File: src/rtl/fetch_pkg.sv
// Shared definitions for the instruction fetch stage: FSM encodings, the NOP
// word shown to decode when nothing is queued, and queue sizing helpers.
package fetch_pkg;

    typedef enum logic [1:0] {
        ST_IDLE = 2'd0,
        ST_REQ  = 2'd1,
        ST_DROP = 2'd2
    } fetch_state_t;

    localparam logic [31:0] NOP_INSTR = 32'h0;

    // Occupancy counters need one extra bit so that "full" is representable.
    function automatic int count_width(input int depth);
        return $clog2(depth) + 1;
    endfunction

endpackage

File: src/rtl/fetch_instr_queue.sv
// Small synchronous FIFO of {instruction, pc} entries with a combinational
// head; flush wins over a same-cycle push.
module fetch_instr_queue
    import fetch_pkg::*;
#(
    parameter int WIDTH = 62,
    parameter int DEPTH = 2,
    localparam int PW = $clog2(DEPTH),
    localparam int CW = count_width(DEPTH)
) (
    input  logic             i_clk,
    input  logic             i_rst,
    input  logic             i_push,
    input  logic [WIDTH-1:0] i_push_data,
    input  logic             i_pop,
    input  logic             i_flush,
    output logic [WIDTH-1:0] o_head,
    output logic [CW-1:0]    o_count
);

    logic [WIDTH-1:0] mem_reg [DEPTH];
    logic [PW-1:0]    wr_ptr_reg;
    logic [PW-1:0]    rd_ptr_reg;
    logic [CW-1:0]    count_reg;
    logic [CW-1:0]    count_next;

    always_comb begin
        count_next = count_reg;
        if (i_push && !i_pop) begin
            count_next = count_reg + CW'(1);
        end else if (i_pop && !i_push) begin
            count_next = count_reg - CW'(1);
        end
    end

    // Entries are not reset; the count alone decides what is valid.
    always_ff @(posedge i_clk) begin
        if (i_push && !i_flush && !i_rst) begin
            mem_reg[wr_ptr_reg] <= i_push_data;
        end
    end

    always_ff @(posedge i_clk) begin
        if (i_rst || i_flush) begin
            wr_ptr_reg <= '0;
            rd_ptr_reg <= '0;
            count_reg  <= '0;
        end else begin
            if (i_push) begin
                wr_ptr_reg <= wr_ptr_reg + PW'(1);
            end
            if (i_pop) begin
                rd_ptr_reg <= rd_ptr_reg + PW'(1);
            end
            count_reg <= count_next;
        end
    end

    assign o_head  = mem_reg[rd_ptr_reg];
    assign o_count = count_reg;

endmodule

File: src/rtl/fetch.sv
// MIPS instruction fetch: issues word-addressed requests over req/ack, queues
// returned instructions for decode and handles redirects and stalls.
module fetch
    import fetch_pkg::*;
#(
    parameter int INSTR_WIDTH = 32,
    parameter int PC_WIDTH    = 30,
    parameter int QUEUE_DEPTH = 2,
    parameter logic [PC_WIDTH-1:0] RESET_PC = '0
) (
    input  logic                   i_clk,
    input  logic                   i_rst,
    output logic                   o_imem_req,
    output logic [PC_WIDTH-1:0]    o_imem_addr,
    input  logic                   i_imem_ack,
    input  logic [INSTR_WIDTH-1:0] i_imem_rdata,
    output logic [INSTR_WIDTH-1:0] o_instruction,
    output logic [PC_WIDTH-1:0]    o_pc_fe,
    output logic [PC_WIDTH-1:0]    o_inc_pc,
    output logic                   o_valid,
    input  logic                   i_stall_en,
    input  logic                   i_hazard_stall,
    input  logic                   i_jmp_en,
    input  logic [PC_WIDTH-1:0]    i_pc_jmp
);

    localparam int CW = count_width(QUEUE_DEPTH);
    localparam int QW = INSTR_WIDTH + PC_WIDTH;
    localparam logic [CW-1:0] DEPTH_C    = CW'(QUEUE_DEPTH);
    localparam logic [CW-1:0] DEPTH_M1_C = CW'(QUEUE_DEPTH - 1);

    fetch_state_t         state_reg;
    logic                 req_reg;
    logic [PC_WIDTH-1:0]  addr_reg;
    logic [PC_WIDTH-1:0]  fetch_pc_reg;
    logic [PC_WIDTH-1:0]  deliver_pc_reg;

    logic [CW-1:0]        q_count;
    logic [QW-1:0]        q_head;
    logic [INSTR_WIDTH-1:0] head_instr;
    logic [PC_WIDTH-1:0]  head_pc;
    logic                 pop;
    logic                 push;
    logic [CW-1:0]        occ_after_pop;
    logic                 space;
    logic                 space_after_push;

    assign o_valid    = (q_count != '0);
    assign pop        = o_valid && !i_stall_en && !i_hazard_stall && !i_jmp_en;
    assign push       = (state_reg == ST_REQ) && i_imem_ack && !i_jmp_en;

    assign occ_after_pop    = q_count - CW'(pop);
    assign space            = occ_after_pop < DEPTH_C;
    assign space_after_push = occ_after_pop < DEPTH_M1_C;

    fetch_instr_queue #(
        .WIDTH (QW),
        .DEPTH (QUEUE_DEPTH)
    ) u_queue (
        .i_clk       (i_clk),
        .i_rst       (i_rst),
        .i_push      (push),
        .i_push_data ({i_imem_rdata, fetch_pc_reg}),
        .i_pop       (pop),
        .i_flush     (i_jmp_en),
        .o_head      (q_head),
        .o_count     (q_count)
    );

    assign head_instr = q_head[QW-1:PC_WIDTH];
    assign head_pc    = q_head[PC_WIDTH-1:0];

    always_ff @(posedge i_clk) begin
        if (i_rst) begin
            state_reg      <= ST_IDLE;
            req_reg        <= 1'b0;
            addr_reg       <= RESET_PC;
            fetch_pc_reg   <= RESET_PC;
            deliver_pc_reg <= RESET_PC;
        end else if (i_jmp_en) begin
            fetch_pc_reg   <= i_pc_jmp;
            deliver_pc_reg <= i_pc_jmp;
            case (state_reg)
                ST_IDLE: begin
                    state_reg <= ST_REQ;
                    req_reg   <= 1'b1;
                    addr_reg  <= i_pc_jmp;
                end
                ST_REQ: begin
                    // Without an ack the old request is still live at the
                    // memory, so its address must stay put until it returns.
                    if (i_imem_ack) begin
                        state_reg <= ST_REQ;
                        addr_reg  <= i_pc_jmp;
                    end else begin
                        state_reg <= ST_DROP;
                    end
                    req_reg <= 1'b1;
                end
                ST_DROP: begin
                    state_reg <= ST_DROP;
                    req_reg   <= 1'b1;
                end
                default: begin
                    state_reg <= ST_IDLE;
                    req_reg   <= 1'b0;
                end
            endcase
        end else begin
            if (pop) begin
                deliver_pc_reg <= deliver_pc_reg + PC_WIDTH'(1);
            end
            case (state_reg)
                ST_IDLE: begin
                    if (space) begin
                        state_reg <= ST_REQ;
                        req_reg   <= 1'b1;
                        addr_reg  <= fetch_pc_reg;
                    end
                end
                ST_REQ: begin
                    if (i_imem_ack) begin
                        fetch_pc_reg <= fetch_pc_reg + PC_WIDTH'(1);
                        if (space_after_push) begin
                            addr_reg <= fetch_pc_reg + PC_WIDTH'(1);
                        end else begin
                            state_reg <= ST_IDLE;
                            req_reg   <= 1'b0;
                        end
                    end
                end
                ST_DROP: begin
                    if (i_imem_ack) begin
                        if (space) begin
                            state_reg <= ST_REQ;
                            req_reg   <= 1'b1;
                            addr_reg  <= fetch_pc_reg;
                        end else begin
                            state_reg <= ST_IDLE;
                            req_reg   <= 1'b0;
                        end
                    end
                end
                default: begin
                    state_reg <= ST_IDLE;
                    req_reg   <= 1'b0;
                end
            endcase
        end
    end

    assign o_imem_req    = req_reg;
    assign o_imem_addr   = addr_reg;
    assign o_instruction = o_valid ? head_instr : INSTR_WIDTH'(NOP_INSTR);
    assign o_pc_fe       = o_valid ? head_pc : deliver_pc_reg;
    assign o_inc_pc      = o_pc_fe + PC_WIDTH'(1);

endmodule

File: config.mk
export PLATFORM = sky130hd
export DESIGN_NAME = fetch
export DESIGN_NICKNAME = d
export VERILOG_FILES = /design/src/rtl/fetch_pkg.sv /design/src/rtl/fetch_instr_queue.sv /design/src/rtl/fetch.sv
export SDC_FILE = /design/constraint.sdc
export NUM_CORES = 1
export LEC_CHECK = 0
export ABC_AREA = 1
export BUFFER_PORTS_ARGS = -buffer_cell sky130_fd_sc_hd__buf_2
export CORE_MARGIN = 3
export CORE_UTILIZATION = 53
export CTS_BUF_LIST = sky130_fd_sc_hd__clkbuf_4
export CTS_CLUSTER_SIZE = 24
export DETAILED_ROUTE_END_ITERATION = 12
export GPL_TIMING_DRIVEN = 0
export PLACE_DENSITY = 0.78
export SLEW_MARGIN = 40
export SYNTH_ARGS = -nofsm -noshare
export SYNTH_HDL_FRONTEND = slang
export SYNTH_SLANG_ARGS = --single-unit
File: constraint.sdc
create_clock -name i_clk -period 3.7 [get_ports i_clk]
set_input_delay 0.185 -clock i_clk [delete_from_list [all_inputs] [get_ports i_clk]]
set_output_delay 0.185 -clock i_clk [all_outputs]
set_load 0.02 [all_outputs]
==> flow_metrics.tcl <==
set metrics [dict create \
    ios 192 \
    post-place-ws_ps 195 \
    worstHoldStart "i_stall_en" \
    crit_top_cell "nand2_1" \
    syn_inst 1686 \
    async_reset_ff_frac 0 \
    relSlewSlack 0.420 \
    sw_frac_of_total 0.309 \
    end_kind "output pin" \
    clock_latency_ps 700 \
    comb_power_share 0.166 \
    final_nets 2081 \
    synth_top_area_cell "edfxtp_1" \
    yosys_most_used_dff "edfxtp_1" \
    drtIter0Drc 1370 \
    leakage_nw 6.45 \
    fmax_mhz 287 \
    final_cells 2336 \
    post_cts_buffers 0 \
    initial_core_util 0.548 \
    r2r-start "u_queue.o_count[0]" \
    max_cap_viol_count 0 \
    synth-edff-count 124 \
    fin_ws_ps 218 \
    drc_errors 0 \
    cts_made_buffers 57 \
    cts.sinks 222 \
    first_pass_iters 5 \
    die-area_sq_um 24800 \
    synth.distinct_cells 36 \
    gp_congestion 1.03 \
    regToRegSetupSlack_ps 280 \
    cts_tree "done" \
    row_count 54 \
    critical_path_arrival_ps 3300 \
    path_clk_slew_ps 60 \
    max_stage_delay_ps 390 \
    p_switching_mw 1.86 \
    path_delay_family "simple AND/OR/NAND/NOR gates" \
    syn-num-nets 1759 \
    chipWidth_microns 157 \
    synth_area_per_cell_sq_um 7.21 \
    holdWs_ps 62.8 \
    core_area_sq_um 22200 \
    cp_slowest_cell "dfxtp_1" \
    via_per_inst 5.58 \
    cts_max_level 2 \
    fin_crit_sh 0.941 \
    port_buffers 191 \
    dr_total_vias 13000 \
    die_height_microns 157 \
    finalCriticalPeriod_ps 3480 \
    critPathKind "reg2out" \
    rsz0062_at_grt "false" \
    yosys.area.top_type_share 0.306 \
    drive_gt1_frac 0.182 \
    worstPathRequired_ps 3510 \
    hold_viol 0 \
    grt_usage 0.362 \
    p_seq_frac 0.471 \
    grt_pass1_wl_mm 68.2 \
    ant_nets 0 \
    yosys_register_bits 222 \
    final_area_sq_um 15100 \
    cp_num_buf_inv 3 \
    nFillCells 1886 \
    yosysSeqAreaShare 0.468 \
    setup_viol 0 \
    finClkSkew_ps 47.2 \
    largest_reg_flops 124 \
    tightest_slew_ps 869 \
    grt_pass1_vias 12300 \
    netlist_area_sq_um 12200 \
    total_power_mw 6.01 \
    grt-ovfl-total 0 \
    root_buffer "clkbuf_4" \
    yosysWarnings 0 \
    intPower_mw 4.15 \
    peakVddDrop_uv 269 \
    antenna_found_initial 1 \
    tns_ps 0 \
    synthTopCellsByArea "edfxtp_1 (31%), nand2_1 (19%), dfxtp_1 (16%)" \
    status "completed" \
    crit_path_cell_trace "buf_4 -> buf_2 -> nand2_1 -> nand2_1 -> nand2_1 -> nand2_1 -> ha_1 -> nand3_2 -> nor2_2 -> nand2_1 -> xor2_1 -> buf_2" \
    dpl.cell_count 2164 \
    clock_power_share 0.363 \
    place_area_sq_um 13600 \
    dp_hpwl_mm 34.4 \
    cp_max_fo 10 \
    wirelength_mm 45.4 \
    avgRoutedWirePerCell_microns 19.4 \
    min_path_type "in2reg" \
    area_growth_pct 23.9 \
    powerDensity_nw_per_um2 399 \
    slew_viol_final 0 \
    utilization 0.679 \
    grt_max_degree 20 \
    cts_buffer_depth 3 \
    worstSetupStartpointType "flip-flop" \
]
-- cell families after synthesis --
logic type / after synthesis / synth area share
xor gates and xnor gates: 41 / 0.0295
AOI/OAI and AO/OA: 257 / 0.111
buffers and inverters: 196 / 0.0671
adders and majority gates: 5 / 0.00515
and+or+nand+nor: 965 / 0.320
DFF: 222 / 0.468
-- layout by cell type, fill, tap and decap left out, types with 2 or more instances in the layout --
cell / n
nor2_4: 3
nor2_1: 187
o211ai_1: 7
buf_2: 205
clkinv_2: 3
nor3_1: 7
o21a_1: 2
clkinv_1: 10
clkbuf_1: 33
inv_2: 5
a21oi_1: 106
clkbuf_4: 91
o21ai_1: 7
dfxtp_1: 98
a31oi_1: 21
buf_1: 4
xor2_1: 40
buf_16: 4
o21ai_0: 110
inv_1: 128
nor2_2: 17
nand2_2: 26
buf_8: 4
nand4_1: 11
dlygate4sd3_1: 65
or2_2: 2
edfxtp_1: 124
ha_1: 5
buf_4: 3
nand3_1: 79
buf_6: 5
nand2_1: 631
-- Yosys cell counts, types with 11 or more instances --
cell and n:
nand2_1 631, nand3_1 79, xor2_1 40, nor2_2 16, clkbuf_1 34, a21oi_1 106
edfxtp_1 124, o21ai_0 110, nand4_1 11, buf_2 14, nor2_1 190, nand2_2 26
dfxtp_1 98, inv_1 128, a31oi_1 21
-- final timing paths --
check / end / cells past startpoint
max: o_inc_pc[16] / 12
min: u_queue.rd_ptr_reg / 5
max reg2reg: o_imem_addr[5] / 16
min reg2reg: o_imem_req / 2
-- tightest hold or removal path: stages --
cell	delay [ps]
buf_2	80
nor2_1	30
nand2_1	170
o21ai_0	140
a21oi_1	120
-- metal layers --
layer	GRT usage	vias up	part of all wire
li1	-	6163	-
met1	0.482	5936	0.40
met2	0.585	799	0.45
met3	0.0583	132	0.10
met4	0.164	0	0.049
met5	0	-	0
-- repair_timing --
action	4_1_cts	5_1_grt
hold buffers	65	0
endpoints found under the hold margin	127	0
endpoints found under the setup margin	0	27
resized for setup	0	3
-- layout make-up --
type	count	area, sq um	share of cell area
timing repair buffer	263	1760	0.117
antenna	1	2.50	0.000166
multi-input combinational	1268	5670	0.377
sequential	222	5690	0.378
inverter	135	509	0.0338
clock inverter	15	82.6	0.00549
clock buffer	91	683	0.0454
buffer	61	308	0.0204
tap	280	350	0.0233
-- power groups by stage --
stage	clock [mW]	sequential (mW)	combinational, mW
after global placement	0	2.87	0.903
after global routing	2.35	2.84	1.08
after detailed placement	0	2.87	0.917
final	2.18	2.83	0.999
after floorplan	0	2.88	0.522
after CTS	2.20	2.82	0.975
(Power assumes the default switching activity.)
